<file path="config.mk">
export PLATFORM = sky130hd
export DESIGN_NAME = iter_shifter
export DESIGN_NICKNAME = d
export VERILOG_FILES = /design/src/rtl/iter_shifter.sv
export SDC_FILE = /design/constraint.sdc
export NUM_CORES = 1
export LEC_CHECK = 0
export CORE_MARGIN = 2
export CORE_UTILIZATION = 50
export DETAILED_ROUTE_END_ITERATION = 10
export PLACE_DENSITY = 0.75
export SLEW_MARGIN = 20
export SYNTH_ARGS = -nofsm -noshare
export SYNTH_HDL_FRONTEND = slang
export SYNTH_SLANG_ARGS = --single-unit
</file>
<file path="constraint.sdc">
create_clock -name clk -period 3.1 [get_ports clk]
set_clock_uncertainty 0.15 [all_clocks]
set_input_delay 0.775 -clock clk [delete_from_list [all_inputs] [get_ports clk]]
set_output_delay 0.775 -clock clk [all_outputs]
set_load 0.005 [all_outputs]
</file>
<file path="src/rtl/iter_shifter.sv">
// iter_shifter: multi-cycle one-bit-per-clock shifter/rotator with valid/ready handshake
module iter_shifter #(
    parameter int WIDTH = 16,
    parameter int AMT_W = $clog2(WIDTH) + 1
) (
    input  logic             clk,
    input  logic             resetn,
    input  logic             in_valid,
    output logic             in_ready,
    input  logic [WIDTH-1:0] in_data,
    input  logic [2:0]       in_mode,
    input  logic [AMT_W-1:0] in_amt,
    output logic             out_valid,
    input  logic             out_ready,
    output logic [WIDTH-1:0] out_data,
    output logic             out_carry,
    output logic             out_zero,
    output logic             out_err
);
    typedef enum logic [1:0] {IDLE, SHIFT, DONE} state_t;
    localparam logic [AMT_W-1:0] W = AMT_W'(WIDTH);
    state_t           state, nxt_state;
    logic [WIDTH-1:0] d, nxt_d, step_d;
    logic [2:0]       mode, nxt_mode;
    logic [AMT_W-1:0] cnt, nxt_cnt, load;
    logic             carry, nxt_carry, err, nxt_err, step_c;
    always_comb begin
        step_d = d;
        step_c = 1'b0;
        case (mode)
            3'd1: begin step_d = {d[WIDTH-2:0], 1'b0};      step_c = d[WIDTH-1]; end
            3'd2: begin step_d = {1'b0, d[WIDTH-1:1]};      step_c = d[0];       end
            3'd3: begin step_d = {d[WIDTH-1], d[WIDTH-1:1]}; step_c = d[0];      end
            3'd4: begin step_d = {d[WIDTH-2:0], d[WIDTH-1]}; step_c = d[WIDTH-1]; end
            3'd5: begin step_d = {d[0], d[WIDTH-1:1]};      step_c = d[0];       end
            default: ;
        endcase
    end
    // shifts saturate at WIDTH steps, rotates wrap modulo WIDTH
    assign load = (in_mode inside {3'd1, 3'd2, 3'd3}) ? ((in_amt >= W) ? W : in_amt)
                : (in_mode inside {3'd4, 3'd5}) ? in_amt % W : '0;
    always_comb begin
        nxt_state = state;
        nxt_d     = d;
        nxt_mode  = mode;
        nxt_cnt   = cnt;
        nxt_carry = carry;
        nxt_err   = err;
        case (state)
            IDLE: if (in_valid) begin
                nxt_d     = in_data;
                nxt_mode  = in_mode;
                nxt_err   = in_mode > 3'd5;
                nxt_carry = 1'b0;
                nxt_cnt   = load;
                nxt_state = (load != '0) ? SHIFT : DONE;
            end
            SHIFT: begin
                nxt_d     = step_d;
                nxt_carry = step_c;
                nxt_cnt   = cnt - 1'b1;
                nxt_state = (cnt == AMT_W'(1)) ? DONE : SHIFT;
            end
            DONE: nxt_state = out_ready ? IDLE : DONE;
            default: nxt_state = IDLE;
        endcase
    end
    always_ff @(posedge clk or negedge resetn) begin
        if (!resetn) begin
            state <= IDLE;
            d     <= '0;
            mode  <= '0;
            cnt   <= '0;
            carry <= 1'b0;
            err   <= 1'b0;
        end else begin
            state <= nxt_state;
            d     <= nxt_d;
            mode  <= nxt_mode;
            cnt   <= nxt_cnt;
            carry <= nxt_carry;
            err   <= nxt_err;
        end
    end
    assign in_ready  = state == IDLE;
    assign out_valid = state == DONE;
    assign out_data  = d;
    assign out_carry = carry;
    assign out_zero  = d == '0;
    assign out_err   = err;
endmodule

</file>
---- Yosys cells after proc, flatten, opt, wreduce, memory -nomap -nowiden ----
Cells that the tools add are included.
operators by class
  $add $sub $neg .......................... 1
  order comparisons ....................... 2
  multiplexer cells ....................... 16
  eq/ne operators ......................... 17
  reduce and logical (&&, ||, !) cells .... 12
operators by type and width
  cell                 number
  $pmux 16 s5          1
  $pmux 16 s2          1
  $logic_not 16->1     1
  $mux 16              1
  $mux 5               3
  $eq 3x2->1 const B   4
  $eq 3x3->1 const B   4
  $pmux 5 s2           1
  $mux 2               4
  $eq 3x1->1 const B   2
  $ne 6x1->1 const B   1
  $pmux 2 s3           1
  $eq 5x1->1 const B   1
  $ge 5x5->1 const B   1
  $ne 5x1->1 const B   1
  $reduce_bool 5->1    1
  $sub 5x1->5 const B  1
  $mux 4               1
  $ne 2x2->1 const B   2
  $pmux 1 s2           2
  $reduce_and 2->1     2
  $reduce_and 4->1     1
  $reduce_bool 2->1    2
  $gt 3x3->1 const B   1
  8 further kinds      8
storage, ports and cells
  bits in registers ....................... 28
  logic and storage cells ................. 55
  input port bits ......................... 28

---- Depth between registers and ports, before layout ----
Gate-level depths: netlist of run 1.
  word-level depth ........................ 8
  mapped depth ............................ 7

---- Worst setup path after synthesis of run 1 ----
OpenSTA, ideal clock, no wires.
  path kind ............................... input -> register
  start ................................... input in_amt[4]
  end ..................................... register state[1]
  stages .................................. 4
  path buffers ............................ 0
  arrival ................................. 1.620 ns
  path slack .............................. 1.204 ns
  path through ............................ nor2b_1 a211oi_1 a21oi_1 a221o_1
between the ends
  word-level cells in the longest chain between the ends .. 7
RTL lines
  element                line  text
  start, declared        12    input logic [AMT_W-1:0] in_amt,
  $ge 5x5->1             40    assign load = (in_mode inside {3'd1, 3'd2, 3'd3}) ? ((in_amt >= W) ? W : in_amt)
  $mux 5 * (2 in a row)  40
  $reduce_bool 5->1 *    56    nxt_state = (load != '0) ? SHIFT : DONE;
  $mux 2 *               56
  $mux 2 *               50    IDLE: if (in_valid) begin
  $pmux 2 s3 *           49    case (state)
  end signal, assigned   77    state <= nxt_state;
  end, declared          22    state_t state, nxt_state;
Mark *: on every way between the ends. The rest lies on a longest branch, timed or not. The select of a mux whose other input is x is not followed.
A chain may end at the register's enable or synchronous reset.

---- Final worst setup path of run 1 ----
  start ................................... register d[12], in the netlist out_data[12]
  end ..................................... output out_zero
between the ends
  word-level cells in the longest chain between the ends .. 1
RTL lines
  element                 line  text
  start, declared         23    logic [WIDTH-1:0] d, nxt_d, step_d;
  start signal, assigned  78    d <= nxt_d;
  $logic_not 16->1        89    assign out_zero = d == '0;
  end, declared           17    output logic out_zero,
No other way between the ends.

==> results.yml, run 1 <==
finish:
  syn_to_final_growth_pct: 22.7
  antenna_cells: 0
  fin_cells: 331
  layout.nets: 310
  final_cell_mix: "clkdlybuf4s50_1 (48), nand2_1 (40), dfrtp_1 (28), nor2_1 (18), o21ai_0 (18)"
  fin_area_um2: 2680
  mostFrequentLayoutCell: "clkdlybuf4s50_1"
  nFillCells: 380
  drive_gt1_frac: 0.143
hold_path:
  hold_start: "out_err"
  hp-class: "flip-flop to flip-flop"
  hold-path-endpoint: "out_err"
  holdPathStages: 2
cts:
  ctsResizeCount: 0
  insertion_delay_ns: 0.28
  postCtsHoldBufs: 0
  cts_sinks: 28
  cts_setup_buffers: 0
  cts.path.max_buffers: 2
  clk_pin_slew_ns: 0.10
  clk_root_buffer_cell: "clkbuf_8"
  h-tree-depth: 1
  numCtsBuffers: 3
  cts_tree: "built"
pwr:
  combPwrFrac: 0.628
  pwr-share-seq: 0.292
  power.internal_uw: 1640
  ir_worst_vdd_mv: 0.674
  p_leak_uw: 0.00112
  powerDensity_nw_per_um2: 1120
  clockPowerShare: 0.080
  power.switching_uw: 1360
  power.share.switching: 0.452
synth:
  yosys_warnings: 0
  synth_edf_count: 0
  syn_area_um2: 2190
  yosysSeqAreaShare: 0.320
  synthCells: 240
  synth.avg_cell_area_um2: 9.11
  synth_fp_nets: 270
  synthArstFlopShare: 1.00
  synth_flop_cell: "dfrtp_1"
  ys_types: 45
  synth-seq-cells: 28
floorplan:
  rows: 24
  start_util: 0.509
  die_width_um: 70.1
  die-area_um2: 4920
  core_um2: 4290
  fp.dieH_um: 70.1
  io_pins: 49
grt:
  grt_max_degree: 40
  antenna_found_initial: 0
  grt_pass1_vias: 1952
  overflow: 0
  grt_use_total: 0.218
  grt_pass1_wl_mm: 8.94
setup_path:
  end_kind: "primary output"
  slowest_stage: "clkdlybuf4s50_1"
  crit_type: "flip-flop to primary output"
  crit_path_cell_trace: "nor4_1, and4_1, clkdlybuf4s50_1"
  worst_ep_arrival_time_ns: 1.90
  crit_path_start_kind: "flip-flop"
  slowest_delay_ns: 0.50
  crit_fanout: 7
  reg2reg_depth: 4
  cp_num_buf_inv: 1
  regToRegEndpoint: "out_data[0]"
  reg2reg_from: "mode[2]"
  critPathTopFamily: "simple AND/OR/NAND/NOR gates"
  r2r_slack_ns: 0.91
  critPathRequiredTime_ns: 2.17
timing:
  fin_crit_ns: 2.82
  fmax_mhz: 355
  slew_violations: 0
  fin_hold_ws_ns: 0.331
  setup-violations-final: 0
  tightest_slew_ns: 0.901
  fin_crit_sh: 0.910
  setup_tns_ns: 0
  hold_violations: 0
  rsz0062_at_grt: "false"
  relSlewSlack: 0.399
routing:
  wl_per_cell_um: 15.1
  dr.pass1.iters: 4
  postRouteAntennaNets: 0
  drt-initial-drc-count: 157
  viasPerCell: 5.81
  detailroute.via_count: 1923
  drc: 0
  drt-total-wl_mm: 4.98
outcome:
  status: "finished, final reports clean"
run:
  drv_cap: 0
placed_design:
  gp_congestion: 0.787
  place_area_um2: 2630
  io_buffer_count: 48
  dp.cells: 327
  hpwl_mm: 3.43
-- power by group through the flow --
stage,Sequential (µW),Clock [µW],Combinational (µW)
3_5_place_dp,876,0,1890
3_3_place_gp,866,0,1840
5_1_grt,914,254,2100
4_1_cts,870,243,1890
2_1_floorplan,767,0,1560
6_report,875,240,1880
-- sequential cells by signal, summed over array words and instances, names as in the netlist --
register	count
mode	3
cnt	5
out_carry	1
state	2
out_data	16
out_err	1
-- worst reg2reg max path, cell delays in order, from the launching register on --
cell	delay, ns
dfrtp_1	0.38
buf_4	0.37
nand2_1	0.16
a31oi_4	0.78
o21ai_0	0.21
-- logic make-up (layout without fill, tap and decap cells) --
logic type / Yosys count / after routing / share of synthesized area
flops: 28 / 28 / 0.320
fa+ha+maj: 2 / 2 / 0.0114
simple gates: 83 / 83 / 0.183
buf+inv: 24 / 63 / 0.0749
compound gates: 72 / 72 / 0.245
xor+xnor: 1 / 1 / 0.00401
mux: 30 / 30 / 0.161
-- cell usage after synthesis (3+ instances only) --
master | n | area [µm²]
o31ai_1 | 5 | 37.5
o21ai_0 | 18 | 90.1
o31ai_2 | 9 | 113
o21ai_1 | 4 | 20.0
a21oi_1 | 9 | 45.0
buf_4 | 3 | 22.5
nand2_1 | 40 | 150
a21oi_2 | 9 | 78.8
mux2_4 | 9 | 135
buf_6 | 5 | 56.3
buf_2 | 7 | 35.0
dfrtp_1 | 28 | 701
mux2_1 | 5 | 56.3
a211oi_1 | 3 | 22.5
nor2b_1 | 4 | 25.0
nor4_1 | 4 | 25.0
a31oi_1 | 3 | 18.8
mux2i_1 | 16 | 160
nand3_1 | 5 | 25.0
nor2_1 | 18 | 67.6
inv_1 | 6 | 22.5
-- through the flow --
stage                     setup slack (ns)  total power [µW]   util
final                                0.280              3000  0.625
after global routing                 0.238              3270  0.625
after CTS                            0.258              3010  0.625
after detailed placement             0.257              2760  0.612
after global placement               0.315              2710  0.612
after floorplan                       1.20              2330      -
-- how the worst max path moves through the flow --
stage	from	to	slack, ns	depth (start not counted)
floorplan	in_amt[4]	state[1]	1.20	4
global placement	in_valid	out_data[0]	0.32	4
detailed placement	in_valid	out_data[0]	0.26	4
CTS	out_data[12]	out_zero	0.26	3
global route	out_data[12]	out_zero	0.24	3
finish	out_data[12]	out_zero	0.28	3
-- routing by layer --
layer  global-route usage  part of all wire  vias up
met5                    0                 0        -
met4               0.0427            0.0096        0
met3               0.0202             0.039        7
met2                0.388              0.49       58
met1                0.291              0.46      915
li1                     -                 -      943
-- area by class of cell --
cell class	instances	area (µm²)	share of cell area
Multi-Input combinational cell	188	1320	0.493
Sequential cell	28	701	0.261
Timing Repair Buffer	53	518	0.193
Tap cell	52	65.1	0.0242
Clock buffer	4	55.1	0.0205
Inverter	6	22.5	0.00839
Power figures use the tool's default switching activity.
==> inputs of run 2 (changes only) <==
ABC_CLOCK_PERIOD_IN_PS = 3100   (was default)
RECOVER_POWER = 100   (was default)
SETUP_SLACK_MARGIN = 0.05   (was default)
==> run 2 against run 1 <==
Against the previous run:
- the flow now finishes with violations (max-capacitance violations, max-slew violations)
- non-clock buffer count unchanged
- combinational power down 6%
- sequential share of layout area is 0.33 points higher
- wire length is 0.28% lower
- register-to-register slack better by 0.07 ns
- worst hold slack got worse by 0.0065 ns
- critical endpoint unchanged
- highest routed layer unchanged
==> results.yml, run 2 (same netlist as run 1, synthesis figures left out) <==
outcome:
  status: "finished, violations left"
  failed_checks: "max-capacitance violations, max-slew violations"
pwr:
  p_leak_uw: 0.00114
  power.internal_uw: 1560
  pwr-share-seq: 0.302
  combPwrFrac: 0.615
  ir_worst_vdd_mv: 0.638
  power.switching_uw: 1320
  power.share.switching: 0.458
  clockPowerShare: 0.083
  powerDensity_nw_per_um2: 1090
grt:
  overflow: 0
  grt_pass1_vias: 1952
  antenna_found_initial: 0
  grt_max_degree: 40
  grt_use_total: 0.218
  grt_pass1_wl_mm: 8.94
floorplan:
  core_um2: 4290
  start_util: 0.509
  io_pins: 49
  rows: 24
  die_width_um: 70.1
  fp.dieH_um: 70.1
  die-area_um2: 4920
cts:
  insertion_delay_ns: 0.28
  cts.path.max_buffers: 2
  h-tree-depth: 1
  ctsResizeCount: 0
  clk_pin_slew_ns: 0.10
  clk_root_buffer_cell: "clkbuf_8"
  numCtsBuffers: 3
  cts_setup_buffers: 0
  cts_tree: "built"
  cts_sinks: 28
  postCtsHoldBufs: 0
setup_path:
  slowest_delay_ns: 0.57
  worst_ep_arrival_time_ns: 1.96
  end_kind: "primary output"
  crit_path_cell_trace: "nor4_1, and4_1, dlygate4sd3_1"
  critPathRequiredTime_ns: 2.17
  crit_type: "flip-flop to primary output"
  crit_fanout: 7
  slowest_stage: "dlygate4sd3_1"
  crit_path_start_kind: "flip-flop"
finish:
  nFillCells: 388
  final_cell_mix: "nand2_1 (40), dfrtp_1 (28), clkdlybuf4s50_1 (24), dlygate4sd3_1 (24), o21ai_0 (19)"
  finish.utilization: 0.617
  largest_reg_flops: 16
  layout.nets: 310
  drive_gt1_frac: 0.118
  fin_cells: 331
  antenna_cells: 0
  multi_input_area_um2: 1290
  syn_to_final_growth_pct: 21.2
  mostFrequentLayoutCell: "nand2_1"
  seq_area_um2: 701
timing:
  rsz0062_at_grt: "false"
  setup_tns_ns: 0
  slew_violations: 29
  fin_crit_ns: 2.88
  relSlewSlack: -0.0648
  fmax_mhz: 347
  hold_violations: 0
  tightest_slew_ns: 1.60
  setup-violations-final: 0
  fin_crit_sh: 0.930
routing:
  wl_per_cell_um: 15.0
  drt-total-wl_mm: 4.97
  dr.pass1.iters: 4
  drt-initial-drc-count: 110
  detailroute.via_count: 1908
  viasPerCell: 5.76
  postRouteAntennaNets: 0
  drc: 0
hold_path:
  hp-class: "flip-flop to flip-flop"
placed_design:
  gp_congestion: 0.787
  hpwl_mm: 3.43
  io_buffer_count: 48
  dp.cells: 327
run:
  drv_cap: 1
==> run 2: stage by stage <==
stage	setup WS, ns	hold slack (ns)	area [µm²]	power, µW
after floorplan	1.20	0.313	2190	2330
after detailed placement	0.257	0.315	2630	2760
final	0.216	0.324	2650	2880
after global routing	0.178	0.355	2650	3150
after global placement	0.315	0.309	2630	2710
after CTS	0.258	0.343	2680	3010
==> run 2: final cells by class <==
cell class,count,share of cell area
multi-input combinational,188,0.488
inverter,6,0.00850
timing repair buffer,53,0.194
tap,52,0.0246
clock buffer,4,0.0208
sequential,28,0.264
==> run 2: routing by layer <==
metal,track usage,share of wire,up-vias,wire length (µm)
met4,0.0427,0.0097,0,48
met3,0.0202,0.035,7,175
li1,-,-,945,-
met1,0.291,0.46,906,2310
met2,0.388,0.49,50,2430
met5,0,0,-,0
==> run 2: power groups by stage <==
stage / Sequential [µW] / Clock, µW / Combinational, µW
finish: 871 / 239 / 1770
global route: 909 / 254 / 1980
CTS: 870 / 243 / 1890
detailed placement: 876 / 0 / 1890
global placement: 866 / 0 / 1840
floorplan: 767 / 0 / 1560
==> run 2: worst paths after layout <==
path,start,end,slack (ns),cells past startpoint
hold / removal,out_err,out_err,0.32,2
setup reg to reg,mode[2],out_data[0],0.98,4
min in group asynchronous,resetn,out_data[3],1.26,2
max in group asynchronous,resetn,out_data[7],0.61,2
setup / recovery,out_data[12],out_zero,0.22,3
hold reg to reg,out_err,out_err,0.32,2
==> run 2: worst max-delay path, delay by kind of cell (launching register included) <==
family                 cells  cell delay, ns
buffers and inverters      1            0.57
flip-flops                 1            0.47
AND/OR/NAND/NOR            2            0.64
==> inputs of run 3 (changes only) <==
CTS_BUF_LIST = sky130_fd_sc_hd__clkbuf_8   (was default)
HOLD_SLACK_MARGIN = 0.03   (was default)
==> results of run 3 <==
No change in the layout: final DEF, timing and power equal those of run 2.
